<file path="config.mk">
export PLATFORM = sky130hd
export DESIGN_NAME = byte_striping_tx
export DESIGN_NICKNAME = d
export VERILOG_FILES = /design/src/rtl/byte_striping_tx_pkg.sv /design/src/rtl/byte_striping_tx_lane_sequencer.sv /design/src/rtl/byte_striping_tx.sv
export SDC_FILE = /design/constraint.sdc
export NUM_CORES = 1
export LEC_CHECK = 0
export BUFFER_PORTS_ARGS = -buffer_cell sky130_fd_sc_hd__buf_2
export CORE_ASPECT_RATIO = 0.6
export CORE_MARGIN = 2
export CORE_UTILIZATION = 25
export CTS_CLUSTER_DIAMETER = 100
export DETAILED_ROUTE_END_ITERATION = 16
export RECOVER_POWER = 25
export SYNTH_ARGS = -nofsm -noshare
export SYNTH_HDL_FRONTEND = slang
export SYNTH_SLANG_ARGS = --single-unit
</file>
<file path="constraint.sdc">
create_clock -name clk -period 1.82 [get_ports clk]
set_input_delay 0.182 -clock clk [delete_from_list [all_inputs] [get_ports clk]]
set_output_delay 0.182 -clock clk [all_outputs]
set_load 0.05 [all_outputs]
</file>
<file path="src/rtl/byte_striping_tx_pkg.sv">
// Shared definitions for the byte striping transmitter and its lane-merging receiver.
package byte_striping_tx_pkg;

  localparam int unsigned NUM_LANES = 4;

  localparam int unsigned LANE0_IDX = 0;
  localparam int unsigned LANE1_IDX = 1;
  localparam int unsigned LANE2_IDX = 2;
  localparam int unsigned LANE3_IDX = 3;

  localparam logic [7:0] PAD_DEFAULT = 8'hBC;

  typedef enum logic [NUM_LANES-1:0] {
    LANE0 = 4'b0001,
    LANE1 = 4'b0010,
    LANE2 = 4'b0100,
    LANE3 = 4'b1000
  } lane_e;

  function automatic logic [1:0] lane_index(input logic [NUM_LANES-1:0] onehot);
    logic [1:0] idx;
    idx = 2'd0;
    for (int i = 0; i < NUM_LANES; i++) begin
      if (onehot[i]) idx = idx | i[1:0];
    end
    return idx;
  endfunction

endpackage

</file>
<file path="src/rtl/byte_striping_tx_lane_sequencer.sv">
// One-hot lane pointer for the striper; flags the cycle in which a group is emitted.
//   state | meaning
//   LANE0 | next accepted byte goes to lane 0 (no partial group held)
//   LANE1 | next accepted byte goes to lane 1
//   LANE2 | next accepted byte goes to lane 2
//   LANE3 | next accepted byte completes the group
module lane_sequencer
  import byte_striping_tx_pkg::*;
(
  input  logic                 clk,
  input  logic                 reset,
  input  logic                 valid,
  input  logic                 flush,
  output logic [NUM_LANES-1:0] lane_sel,
  output logic                 group_done
);

  lane_e state_q, state_d;

  always_ff @(posedge clk or negedge reset) begin
    if (!reset) state_q <= LANE0;
    else        state_q <= state_d;
  end

  always_comb begin
    state_d    = state_q;
    group_done = 1'b0;
    // A flush with nothing staged and no incoming byte is a no-op.
    if ((valid && state_q == LANE3) || (flush && (valid || state_q != LANE0))) begin
      group_done = 1'b1;
      state_d    = LANE0;
    end else if (valid) begin
      case (state_q)
        LANE0:   state_d = LANE1;
        LANE1:   state_d = LANE2;
        LANE2:   state_d = LANE3;
        default: state_d = LANE0;
      endcase
    end
  end

  assign lane_sel = state_q;

endmodule

</file>
<file path="src/rtl/byte_striping_tx.sv">
// Transmit byte striper: deals a serial byte stream round-robin over four lanes
// and presents each completed (or flushed, padded) group with a one-cycle strobe.
module byte_striping_tx
  import byte_striping_tx_pkg::*;
#(
  parameter logic [7:0] PAD = PAD_DEFAULT
) (
  input  logic       clk,
  input  logic       reset,
  input  logic       valid,
  input  logic [7:0] data,
  input  logic       flush,
  output logic [7:0] data_out0,
  output logic [7:0] data_out1,
  output logic [7:0] data_out2,
  output logic [7:0] data_out3,
  output logic       valid_out,
  output logic       busy
);

  logic [NUM_LANES-1:0] lane_sel;
  logic                 group_done;
  logic [1:0]           idx;
  logic [7:0]           stage0, stage1, stage2;
  logic [7:0]           cur_byte;
  logic [7:0]           lane0_d, lane1_d, lane2_d, lane3_d;
  logic                 busy_d;

  lane_sequencer u_seq (
    .clk        (clk),
    .reset      (reset),
    .valid      (valid),
    .flush      (flush),
    .lane_sel   (lane_sel),
    .group_done (group_done)
  );

  // Lanes below the pointer are staged, the pointer lane takes this cycle's
  // byte if one arrives, and everything above is padding.
  always_comb begin
    idx      = lane_index(lane_sel);
    cur_byte = valid ? data : PAD;
    lane0_d  = (idx > 2'd0) ? stage0 : cur_byte;
    lane1_d  = (idx > 2'd1) ? stage1 : ((idx == 2'd1) ? cur_byte : PAD);
    lane2_d  = (idx > 2'd2) ? stage2 : ((idx == 2'd2) ? cur_byte : PAD);
    lane3_d  = (idx == 2'd3) ? cur_byte : PAD;
    busy_d   = !group_done && (valid || !lane_sel[LANE0_IDX]);
  end

  always_ff @(posedge clk or negedge reset) begin
    if (!reset) begin
      stage0    <= 8'h00;
      stage1    <= 8'h00;
      stage2    <= 8'h00;
      data_out0 <= 8'h00;
      data_out1 <= 8'h00;
      data_out2 <= 8'h00;
      data_out3 <= 8'h00;
      valid_out <= 1'b0;
      busy      <= 1'b0;
    end else begin
      valid_out <= group_done;
      busy      <= busy_d;
      if (valid && lane_sel[LANE0_IDX]) stage0 <= data;
      if (valid && lane_sel[LANE1_IDX]) stage1 <= data;
      if (valid && lane_sel[LANE2_IDX]) stage2 <= data;
      if (group_done) begin
        data_out0 <= lane0_d;
        data_out1 <= lane1_d;
        data_out2 <= lane2_d;
        data_out3 <= lane3_d;
      end
    end
  end

endmodule

</file>
Yosys cells after proc, flatten, opt, wreduce, memory -nomap -nowiden:

Cells that the tools add are included.

* equality and inequality tests: 8
* add/sub/neg operators: 0
* shift-type cells: 0
* bitwise gates (word level): 0
* divide/modulo/power cells: 0
* multiply operators: 0
* reduce and logical (&&, ||, !) cells: 12
* muxes and demuxes: 14
* order comparisons: 3

Operator list (number)
* 8-bit two-way mux: 7
* 4-bit case mux with 3 select lines: 1
* 4-bit two-way mux: 2
* 1-bit logical AND: 6
* 2-bit == test (second input constant): 2
* 4-bit by 1-bit == test with 1-bit output (second input constant): 1
* 4-bit by 2-bit == test with 1-bit output (second input constant): 1
* 4-bit by 3-bit == test with 1-bit output (second input constant): 1
* 4-bit == test (second input constant): 1
* 2-bit by 1-bit greater-than comparator with 1-bit output (second input constant): 2
* 2-bit two-way mux: 2
* 4-bit by 1-bit != test with 1-bit output (second input constant): 1
* 1-bit logical OR: 3
* 2-bit by 1-bit == test with 1-bit output (second input constant): 1
* 2-bit greater-than comparator (second input constant): 1
* 1-bit zero test: 2
* 1-bit two-way mux: 2
* 2-bit nonzero test: 1

* bits in latches: 0
* input bits: 12
* flip-flop bits (word level): 62
* ROM bits: 0
* output and inout port bits: 34
* memory bits (writable): 0
* memories: 0
* word-level logic and storage cells: 47

Longest topological paths before layout:

Gate-level depths: netlist of run 1.

* depth in word-level cells: 7
* mapped depth: 7

Hierarchy:

A second synthesis of run 1 with hierarchy kept.

* cells, all modules: 253
* area total of the unflattened synthesis: 2601.2 µm²

By module, submodules not included
* byte_striping_tx: cells an instance 230, sequential area each 1451.4 µm², area an instance 2376.0 µm², instances 1
* lane_sequencer: cells an instance 23, sequential area each 101.3 µm², area an instance 225.2 µm², instances 1

Worst setup path before layout of run 1:

No wires, ideal clock.

* path type: register to register
* from: reg u_seq.state_q[0], in the netlist u_seq.lane_sel[0]
* to: reg data_out0[0]
* data required time: 1.695 ns
* arrival time: 1.562 ns
* stages on the path, launching flop included: 7
* setup time: 0.125 ns
* path buffers: 2
* setup slack: 0.133 ns
* clock period less this slack: 1.687 ns
* cells stage by stage: dfstp_2 clkbuf_1 nor4b_1 o21ai_1 nand2_4 buf_6 mux2_4

* cells in the longest elaborated chain, start to end: 5
* elaborated cells between the ends (all ways): 7

RTL lines
* from (decl): line byte_striping_tx_lane_sequencer.sv:18 `lane_e state_q, state_d;`
* from (signal assigned): line byte_striping_tx_lane_sequencer.sv:22 `else state_q <= state_d;`
* 4-bit by 1-bit != test with 1-bit output: line byte_striping_tx_lane_sequencer.sv:29 `if ((valid && state_q == LANE3) || (flush && (valid || state_q != LANE0))) begin`
* 1-bit logical OR: line byte_striping_tx_lane_sequencer.sv:29
* 1-bit logical AND: line byte_striping_tx_lane_sequencer.sv:29
* 1-bit logical OR (*): line byte_striping_tx_lane_sequencer.sv:29
* 1-bit two-way mux (*): line byte_striping_tx_lane_sequencer.sv:29
* to (signal assigned): line byte_striping_tx.sv:68 `data_out0 <= lane0_d;`
* to (decl): line byte_striping_tx.sv:13 `output logic [7:0] data_out0,`

Mark *: on every way between the ends. The rest lies on a longest branch, timed or not.
A chain may end at the register's enable or synchronous reset.

Worst setup path after layout of run 1:

* from: reg u_seq.state_q[3], in the netlist u_seq.lane_sel[3]
* to: reg data_out2[3]

* cells in the longest elaborated chain, start to end: 5
* elaborated cells between the ends (all ways): 12

RTL lines
* 4-bit by 1-bit != test with 1-bit output: line byte_striping_tx_lane_sequencer.sv:29
* 1-bit logical OR: line byte_striping_tx_lane_sequencer.sv:29
* 1-bit logical AND: line byte_striping_tx_lane_sequencer.sv:29
* 1-bit logical OR: line byte_striping_tx_lane_sequencer.sv:29
* 1-bit two-way mux: line byte_striping_tx_lane_sequencer.sv:29
* to (signal assigned): line byte_striping_tx.sv:70 `data_out2 <= lane2_d;`
* to (decl): line byte_striping_tx.sv:15 `output logic [7:0] data_out2,`

Several ways; a longest one is shown, not always the timed one.

==> results of run 1 <==
stage by stage:
| step | setup WS [ns] | hold WS [ns] | area (µm²) | power (mW) |
|---|---|---|---|---|
| final | 0.08718 | 0.1061 | 3612 | 4.457 |
| after global routing | 0.03107 | 0.1109 | 3612 | 4.670 |
| after CTS | 0.07399 | 0.08804 | 3617 | 4.531 |
| after detailed placement | 0.07679 | 0.2176 | 3259 | 2.503 |
| after global placement | 0.1332 | 0.2168 | 3259 | 2.488 |
| after floorplan | 0.1332 | -0.1136 | 2826 | 2.270 |
sequential cells by signal, indices dropped and copies added, names as in the netlist:
name / count
busy: 1
data_out0: 8
data_out1: 8
data_out2: 8
data_out3: 8
stage0: 8
stage1: 8
stage2: 8
u_seq.lane_sel: 4
valid_out: 1
cells in the mapped netlist (2+ instances only):
library cell   n  area, µm²
buf_6          4      45.04
o32a_1         5      50.05
o21ai_0       16      80.08
a21oi_1        4      20.02
o22ai_1        6      37.54
buf_2          4      20.02
nand3_1        5      25.02
mux2_2        26      292.8
dfrtp_1       61       1526
mux2_4        22      330.3
nor2b_1        2      12.51
inv_1          6      22.52
nor2_1        10      37.54
nand2b_1       2      12.51
mux2i_1        5      50.05
nand2_1       33      123.9
clkbuf_1       6      22.52
power groups by stage:
stage | Clock, mW | Combinational, mW | Sequential (mW)
after floorplan | 0 | 0.360 | 1.91
after global placement | 0 | 0.801 | 1.69
after detailed placement | 0 | 0.809 | 1.69
after CTS | 2.05 | 0.813 | 1.67
after global routing | 2.12 | 0.853 | 1.70
final | 1.99 | 0.797 | 1.67
layout make-up:
class | count | area, µm² | share of cell area [%]
flip-flops and latches | 62 | 1554 | 43.02
multi-input cells | 147 | 1170 | 32.39
repair buffers | 58 | 337.8 | 9.352
clock buffers | 10 | 239.0 | 6.616
well taps | 144 | 180.2 | 4.988
clock inverters | 6 | 108.9 | 3.014
inverters | 6 | 22.52 | 0.6235
what timing repair did:
item	4_1_cts	5_1_grt
gates resized for setup	0	2
hold buffers	1	0
setup buffers	0	0
hold endpoints to repair	61	0
setup endpoints to repair	0	2
kinds of logic (layout without fill, tap and decap cells):
| group | after synthesis | after routing | share of synthesized area [%] |
|---|---|---|---|
| DFF | 62 | 62 | 54.94 |
| buffers and inverters | 20 | 80 | 3.895 |
| and+or+nand+nor | 59 | 59 | 9.429 |
| muxes | 53 | 53 | 23.82 |
| AOI/OAI and AO/OA | 35 | 35 | 7.924 |
how the worst max path moves through the flow:
| stage | end | slack, ns | cells past startpoint |
|---|---|---|---|
| finish | data_out2[3] | 0.09 | 3 |
| global route | data_out2[3] | 0.03 | 3 |
| CTS | data_out2[3] | 0.07 | 3 |
| detailed placement | data_out2[3] | 0.08 | 3 |
| global placement | data_out2[5] | 0.13 | 3 |
| floorplan | data_out0[0] | 0.13 | 6 |
routing by layer:
layer  routed length, µm  track usage (%)  up-vias
li1                    -                -      916
met2                2678            16.50       46
met4                  73            3.545        0
met1                3534            17.82      955
met5                   0                0        -
met3                 351            4.862        9
worst max-delay path: cells and delay by family (launching register included):
family	cells	cell delay [ns]
DFF	1	0.45
AOI/OAI and AO/OA	1	0.35
and+or+nand+nor	1	0.56
muxes	1	0.26
==> key figures, run 1 <==
Hold path
  • Worst Hold Path EP: u_seq.lane_sel[2]
  • Worst hold path class: in2reg
  • Hold-critical path depth: 2
  • HP Start: flush

Clock tree
  • Reg clk slew, reported paths: 0.05 ns
  • CTS Buffer Depth: 2
  • CTS sink count: 62
  • H-tree depth: 3
  • CTS tree: built
  • TritonCTS Buffers: 9
  • Clk_lat worst skew: 0.34 ns
  • Root Driver: clkbuf_16

Floorplanning
  • Die width: 141.3 µm
  • Core area: 0.01115 mm²
  • I/O pin cnt: 46
  • Chip height: 86.36 µm
  • Initial Util: 25.35%
  • Cell Rows: 30
  • Die ar.: 0.01220 mm²

Setup path
  • CP max-delay cell: or3b_1
  • CP Cell Sequence: or3b_1, o32a_1, mux2_4
  • Critical Path Start Type: flop
  • Worst reg2reg setup slack: 0.09 ns
  • CP Capture Type: flop
  • Crit path from: u_seq.lane_sel[3]
  • Reg2reg start: u_seq.lane_sel[3]
  • R2r endpoint: data_out2[3]
  • Worst-path fanout max: 9
  • Critical path type: reg2reg
  • Cell count of the worst reg-to-reg path: 3
  • CP peak stage delay: 0.56 ns
  • Crit path arrival time: 1.95 ns
  • CP required: 2.04 ns

Global routing
  • Initial antenna violation count: 0
  • All-Layer GR Usage: 12.20%
  • Total gr overflow: 0
  • Largest net degree at the start of global routing: 63
  • Vias in the first global route: 2019
  • First-pass GRT wire length: 11.12 mm

Cells and area
  • Nets@finish: 296
  • # fillers: 1136
  • Layout cells sized above 1: 43.60%
  • Layout Utilization: 32.40%
  • Diode count: 0
  • Syn-to-layout area delta: 27.80%
  • Layout Cells excl Fill: 433
  • Commonest non-fill, non-tap cells in the layout: 60 x dfrtp_1, 45 x buf_2, 33 x nand2_1
  • Most common cell after layout, fill and taps aside: dfrtp_1

Pwr
  • Clock Power Share: 44.6%
  • Combinational Power Share: 17.9%
  • P_sw: 1.216 mW
  • Net Sw Frac: 27.29%
  • Design internal power: 3.241 mW
  • Leak: 1.652 nW
  • VDD IR max: 0.4989 mV
  • PD cells: 1234 mW/mm²
  • Reg power frac: 37.5%

Route
  • DR WL/cell: 15.33 µm
  • Vias/cell: 4.448
  • Drt drc: 0
  • Drt initial violations: 103
  • Via count: 1926
  • Final WL: 6.639 mm
  • Initial DRT Pass Iterations: 4
  • Detail Route Antenna Nets: 0

Yosys
  • Post-synth EDFFs: 0
  • Top_reg_cell synth: dfrtp_1
  • Library cells used by synthesis: 29
  • Sequential area share after synthesis: 54.94%
  • Area of the mapped netlist: 0.002826 mm²
  • Synthesized flop and latch total: 62
  • Post-synthesis cell count: 229
  • Syn_nets: 241
  • Mapped Avg Cell Area: 12.34 µm²
  • Ys Warns: 0
  • FFs w/ async S/R, synth: 100.0%

Placed design
  • IO buf count: 45
  • Gp weighted congestion: 0.8043
  • Post-DP HPWL: 4.732 mm
  • Placed cells: 416

STA
  • Least-Margin Pin Slew: 0.8695 ns
  • Max Clock Skew: 0.005873 ns
  • Max-slew headroom: 42.03%
  • Fin crit share: 95.21%
  • Finish-stage setup viols: 0
  • Peak Freq: 577.1 MHz
  • Setup TNS: 0 ns
  • Crit path time final: 1.733 ns
  • Setup repair after global routing missed its margin: false
  • Hold Vio Cnt, Final: 0
  • Max-slew violation count: 0

Outcome
  • Status: finished, final reports clean

Flow run
  • Max cap viols: 0
Power figures use the tool's default switching activity.
==> run 2: changes to the inputs <==
--- a/config.mk
+++ b/config.mk
@@ -10,5 +10,6 @@
 export CORE_MARGIN = 2
-export CORE_UTILIZATION = 25
+export CORE_UTILIZATION = 50
 export CTS_CLUSTER_DIAMETER = 100
 export DETAILED_ROUTE_END_ITERATION = 16
+export PLACE_DENSITY = 0.75
 export RECOVER_POWER = 25
==> constraint.sdc (replaced) <==
create_clock -name clk -period 1.82 [get_ports clk]
set_input_delay 0.364 -clock clk [delete_from_list [all_inputs] [get_ports clk]]
set_output_delay 0.364 -clock clk [all_outputs]
set_load 0.05 [all_outputs]
==> key figures, run 2 (synthesized netlist as in run 1, its figures left out) <==
Outcome
  • Status: finished, violations left (was finished, final reports clean)
  • Failing checks: max-capacitance violations, max-slew violations

Clock tree
  • CTS sink count: 62 (unchanged)
  • Root Driver: clkbuf_8 (was clkbuf_16)
  • CTS Buffer Depth: 2 (unchanged)
  • TritonCTS Buffers: 9 (unchanged)
  • Hold-fix buffers at CTS: 0 (was 1)
  • Reg clk slew, reported paths: 0.06 ns (was 0.05 ns)
  • H-tree depth: 3 (unchanged)
  • Clk_lat worst skew: 0.34 ns (about the same)
  • CTS tree: built (unchanged)

Setup path
  • CP Cell Sequence: or3b_4, o32a_1, mux2_4 (was or3b_1, o32a_1, mux2_4)
  • R2r endpoint: data_out2[4] (was data_out2[3])
  • Worst reg2reg setup slack: 0.12 ns (was 0.09 ns)
  • Worst-path fanout max: 11 (was 9)
  • CP required: 2.05 ns (was 2.04 ns)
  • Critical Path Start Type: flop (unchanged)
  • Crit path arrival time: 1.93 ns (was 1.95 ns)
  • Reg2reg start: u_seq.lane_sel[2] (was u_seq.lane_sel[3])
  • Critical path type: reg2reg (unchanged)
  • Cell count of the worst reg-to-reg path: 3 (unchanged)
  • CP Capture Type: flop (unchanged)
  • CP max-delay cell: dfrtp_1 (was or3b_1)
  • CP peak stage delay: 0.52 ns (was 0.56 ns)

STA
  • Max-slew violation count: 63 (was 0)
  • Setup ws final: 0.1159 ns (was 0.08718 ns)
  • Hold Vio Cnt, Final: 0 (unchanged)
  • Peak Freq: 586.8 MHz (was 577.1 MHz)
  • Finish-stage setup viols: 0 (unchanged)
  • Crit path time final: 1.704 ns (was 1.733 ns)
  • Max Clock Skew: 0.006953 ns (was 0.005873 ns)
  • Hold Slack: 0.2771 ns (was 0.1061 ns)
  • Max-slew headroom: -0.6161% (was 42.03%)
  • Least-Margin Pin Slew: 1.509 ns (was 0.8695 ns)
  • Setup repair after global routing missed its margin: false (unchanged)
  • Fin crit share: 93.63% (was 95.21%)
  • Setup TNS: 0 ns (unchanged)

Route
  • Detail Route Antenna Nets: 0 (unchanged)
  • Final WL: 5.904 mm (was 6.639 mm)
  • DR WL/cell: 16.77 µm (was 15.33 µm)
  • Via count: 1890 (was 1926)
  • Drt initial violations: 115 (was 103)
  • Initial DRT Pass Iterations: 4 (unchanged)
  • Vias/cell: 5.369 (was 4.448)
  • Drt drc: 0 (unchanged)

Global routing
  • Largest net degree at the start of global routing: 63 (unchanged)
  • All-Layer GR Usage: 21.67% (was 12.20%)
  • Vias in the first global route: 2022 (was 2019)
  • First-pass GRT wire length: 10.39 mm (was 11.12 mm)
  • Total gr overflow: 0 (unchanged)
  • Initial antenna violation count: 0 (unchanged)

Cells and area
  • Layout cells sized above 1: 42.76% (was 43.60%)
  • Syn-to-layout area delta: 18.59% (was 27.80%)
  • Area taken by multi-input logic gates: 0.001172 mm² (was 0.001170 mm²)
  • Most common cell after layout, fill and taps aside: dfrtp_1 (unchanged)
  • Nets@finish: 293 (was 296)
  • Diode count: 0 (unchanged)
  • Seq. cell area: 0.001553 mm² (was 0.001554 mm²)
  • Final Instance Area: 0.003352 mm² (was 0.003612 mm²)
  • Layout Utilization: 60.75% (was 32.40%)
  • # fillers: 444 (was 1136)
  • Commonest non-fill, non-tap cells in the layout: 61 x dfrtp_1, 45 x buf_2, 33 x nand2_1 (was 60 x dfrtp_1, 45 x buf_2, 33 x nand2_1)

Placed design
  • Post-DP HPWL: 4.019 mm (was 4.732 mm)
  • Gp weighted congestion: 0.8009 (was 0.8043)
  • Standard cell area after detailed placement: 0.003163 mm² (was 0.003259 mm²)
  • IO buf count: 45 (unchanged)
  • Pre-CTS setup slack: 0.08387 ns (was 0.07679 ns)

Floorplanning
  • Die ar.: 0.006290 mm² (was 0.01220 mm²)
  • Cell Rows: 21 (was 30)
  • Core area: 0.005518 mm² (was 0.01115 mm²)
  • Initial Util: 51.22% (was 25.35%)
  • Die width: 101.1 µm (was 141.3 µm)
  • Chip height: 62.24 µm (was 86.36 µm)
  • I/O pin cnt: 46 (unchanged)

Flow run
  • Max cap viols: 1 (was 0)

Pwr
  • Leak: 1.573 nW (was 1.652 nW)
  • VDD IR max: 0.5880 mV (was 0.4989 mV)
  • PD cells: 1097 mW/mm² (was 1234 mW/mm²)

Hold path
  • Worst Hold Path EP: u_seq.lane_sel[2] (unchanged)
  • Hold-critical path depth: 2 (unchanged)
  • Worst hold path class: in2reg (unchanged)
  • HP Start: flush (unchanged)
## run 2: changes by cell type in the layout (fill, tap and decap cells not counted), sizes merged
cell         before  now
buf              56   54
bufinv            3    1
clkbuf           11   13
clkinv            3    0
dlygate4sd3       1    0
## run 2: worst max path at each step
stage	from	to	slack [ns]	cells after the start
finish	u_seq.lane_sel[2]	data_out2[4]	0.12	3
global route	u_seq.lane_sel[2]	data_out1[5]	0.03	6
CTS	u_seq.lane_sel[2]	data_out2[4]	0.05	3
detailed placement	u_seq.lane_sel[2]	data_out2[5]	0.08	3
global placement	u_seq.lane_sel[2]	data_out2[2]	0.13	3
floorplan	u_seq.lane_sel[0]	data_out0[0]	0.13	6
## run 2: stage by stage
stage	total power [mW]	instances
after floorplan	2.270	229
after global placement	2.470	339
after detailed placement	2.498	339
after CTS	3.713	352
after global routing	3.860	352
final	3.679	352
## run 2: power breakdown
group / leakage, nW / switching, mW / total (mW) / internal, mW
clock: 0.100 / 0.486 / 1.21 / 0.722
sequential: 0.725 / 0.108 / 1.68 / 1.57
combinational: 0.747 / 0.493 / 0.794 / 0.302
## run 2: per-layer routing
| layer | part of all wire, % | vias up | track usage [%] | wire (µm) |
|---|---|---|---|---|
| met1 | 49 | 936 | 30.10 | 2904 |
| met5 | 0 | - | 0 | 0 |
| met3 | 5.6 | 7 | 9.347 | 331 |
| met2 | 44 | 46 | 31.29 | 2613 |
| li1 | - | 901 | - | - |
| met4 | 0.91 | 0 | 5.574 | 54 |
## run 2: worst max-delay path: cells and delay by family (launching register included)
kind	cells	cell delay (ns)
AO/OA/AOI/OAI	1	0.32
flip-flops	1	0.52
multiplexers	1	0.26
AND/OR/NAND/NOR	1	0.49
## run 2: area by class of cell
cell class | count | share of cell area (%)
sequential | 62 | 46.32
clock buffer | 12 | 4.927
clock inverter | 1 | 0.8959
multi-input combinational | 147 | 34.98
inverter | 6 | 0.6719
timing repair buffer | 55 | 9.630
tap | 69 | 2.576
## run 2: what timing repair did
action	CTS	global route
setup buffers	0	0
endpoints found under the setup margin	0	20
resized for setup	0	2
==> run 3: changes to the inputs <==
- CAP_MARGIN: default -> 40
- CORE_UTILIZATION: 50 -> 52
- CTS_BUF_LIST: default -> sky130_fd_sc_hd__clkbuf_8
- PLACE_DENSITY: 0.75 -> 0.77
==> key figures, run 3 (synthesized netlist as in run 1, its figures left out) <==
Route
  • DR WL/cell: 16.32 µm (was 16.77 µm)
  • Drt drc: 0 (unchanged)
  • Drt initial violations: 74 (was 115)
  • Initial DRT Pass Iterations: 4 (unchanged)
  • Vias/cell: 5.308 (was 5.369)
  • Detail Route Antenna Nets: 0 (unchanged)
  • Final WL: 5.776 mm (was 5.904 mm)
  • Via count: 1879 (was 1890)

Pwr
  • VDD IR max: 0.5827 mV (was 0.5880 mV)
  • Net Sw Frac: 28.94% (was 29.54%)
  • PD cells: 1136 mW/mm² (was 1097 mW/mm²)
  • P_sw: 1.122 mW (was 1.087 mW)
  • Combinational Power Share: 20.8% (was 21.6%)
  • Reg power frac: 43.1% (was 45.6%)
  • Design internal power: 2.755 mW (was 2.592 mW)
  • Leak: 1.611 nW (was 1.573 nW)
  • Clock Power Share: 36.1% (was 32.8%)

Clock tree
  • CTS sink count: 62 (unchanged)
  • H-tree depth: 3 (unchanged)
  • CTS tree: built (unchanged)
  • Root Driver: clkbuf_8 (unchanged)
  • Reg clk slew, reported paths: 0.07 ns (was 0.06 ns)
  • TritonCTS Buffers: 9 (unchanged)
  • Clk_lat worst skew: 0.34 ns (about the same)
  • CTS Buffer Depth: 2 (unchanged)

Setup path
  • CP required: 2.05 ns (about the same)
  • CP endpoint: data_out1[0] (was data_out2[4])
  • Cell count of the worst reg-to-reg path: 6 (was 3)
  • CP Capture Type: flop (unchanged)
  • R2r endpoint: data_out1[0] (was data_out2[4])
  • CP Cell Sequence: buf_4, nand2b_1, o21ai_4, nand2_4, buf_12, mux2_4 (was or3b_4, o32a_1, mux2_4)
  • Worst reg2reg setup slack: 0.12 ns (about the same)
  • Crit path arrival time: 1.93 ns (about the same)
  • WP buf/inv: 2 (was 0)
  • Crit path from: u_seq.lane_sel[1] (was u_seq.lane_sel[2])
  • Critical path type: reg2reg (unchanged)
  • Critical Path Start Type: flop (unchanged)
  • Reg2reg start: u_seq.lane_sel[1] (was u_seq.lane_sel[2])
  • Worst path depth: 6 (was 3)
  • Delay-heaviest family, CP: flip-flops (unchanged)
  • Worst-path fanout max: 13 (was 11)
  • CP peak stage delay: 0.44 ns (was 0.52 ns)
  • CP max-delay cell: dfrtp_1 (unchanged)

Global routing
  • First-pass GRT wire length: 9.549 mm (was 10.39 mm)
  • Total gr overflow: 0 (unchanged)
  • Vias in the first global route: 1881 (was 2022)
  • All-Layer GR Usage: 21.36% (was 21.67%)
  • Initial antenna violation count: 0 (unchanged)
  • Largest net degree at the start of global routing: 63 (unchanged)

Outcome
  • Status: finished, final reports clean (was finished, violations left)

STA
  • Hold Vio Cnt, Final: 0 (unchanged)
  • Setup repair after global routing missed its margin: false (unchanged)
  • Setup TNS: 0 ns (unchanged)
  • Fin crit share: 93.61% (was 93.63%)
  • Max Clock Skew: 0.007805 ns (was 0.006953 ns)
  • Max-slew violation count: 0 (was 63)
  • Peak Freq: 587.0 MHz (was 586.8 MHz)
  • Least-Margin Pin Slew: 1.472 ns (was 1.509 ns)
  • Max-slew headroom: 1.855% (was -0.6161%)
  • Hold Slack: 0.2761 ns (was 0.2771 ns)
  • Finish-stage setup viols: 0 (unchanged)
  • Crit path time final: 1.704 ns (about the same)

Cells and area
  • Syn-to-layout area delta: 20.81% (was 18.59%)
  • Diode count: 0 (unchanged)
  • Most common cell after layout, fill and taps aside: dfrtp_1 (unchanged)
  • Nets@finish: 295 (was 293)
  • Layout cells sized above 1: 43.40% (was 42.76%)
  • Commonest non-fill, non-tap cells in the layout: 61 x dfrtp_1, 45 x buf_2, 33 x nand2_1 (unchanged)

Floorplanning
  • I/O pin cnt: 46 (unchanged)
  • Initial Util: 54.83% (was 51.22%)
  • Cell Rows: 20 (was 21)
  • Die width: 99.18 µm (was 101.1 µm)
  • Chip height: 61.11 µm (was 62.24 µm)
  • Core area: 0.005155 mm² (was 0.005518 mm²)
  • Die ar.: 0.006060 mm² (was 0.006290 mm²)

Placed design
  • IO buf count: 45 (unchanged)
  • Post-DP HPWL: 4.033 mm (was 4.019 mm)
  • Gp weighted congestion: 0.7838 (was 0.8009)

Flow run
  • Max cap viols: 0 (was 1)

Hold path
  • Worst hold path class: in2reg (unchanged)
## run 3: cell types whose count changed in the layout (fill, tap and decap cells not counted)
cell       previous run  this run
inv_1                 6         7
buf_12                2         3
clkinv_2              0         1
buf_4                 7         8
bufinv_16             1         2
## run 3: final cells by class
cell class / instances / area, µm²
clock inverter: 4 / 68.82
fill: 398 / 1740
timing repair buffer: 57 / 350.3
tap: 66 / 82.58
sequential: 62 / 1553
inverter: 6 / 22.52
clock buffer: 12 / 165.2
multi-input combinational: 147 / 1172
## run 3: power by group through the flow
stage	combinational, mW	sequential [mW]	clock [mW]
floorplan	0.360	1.91	0
global placement	0.799	1.68	0
detailed placement	0.816	1.70	0
CTS	0.819	1.67	1.43
global route	0.862	1.69	1.49
finish	0.805	1.67	1.40
## run 3: worst min path at each step
stage | start | to | slack, ns | depth (start not counted)
finish | flush | u_seq.lane_sel[2] | 0.28 | 2
global route | flush | u_seq.lane_sel[1] | 0.29 | 2
CTS | reset | data_out3[6] | 0.02 | 2
detailed placement | reset | data_out1[0] | 0.39 | 2
global placement | reset | data_out1[1] | 0.40 | 2
floorplan | reset | busy | 0.07 | 0
## run 3: metrics by stage
step	power, mW	utilization, %	instances	area [µm²]	setup WS [ns]
after floorplan	2.270	-	229	2826	0.1332
after global placement	2.484	61.82	338	3187	0.1182
after detailed placement	2.511	61.82	338	3187	0.08374
after CTS	3.918	66.36	354	3421	0.07287
after global routing	4.045	66.24	354	3415	0.02737
final	3.877	66.24	354	3415	0.1164
## run 3: layer usage
metal | wire length (µm) | global-route usage [%]
met1 | 2865 | 30.66
met2 | 2429 | 31.08
met3 | 373 | 6.016
met4 | 107 | 9.002
met5 | 0 | 0
## run 3: timing repair
action / 4_1_cts / 5_1_grt
hold buffers: 0 / 0
buffers inserted: 0 / 0
setup endpoints to repair: 0 / 10
gates resized for setup: 0 / 2
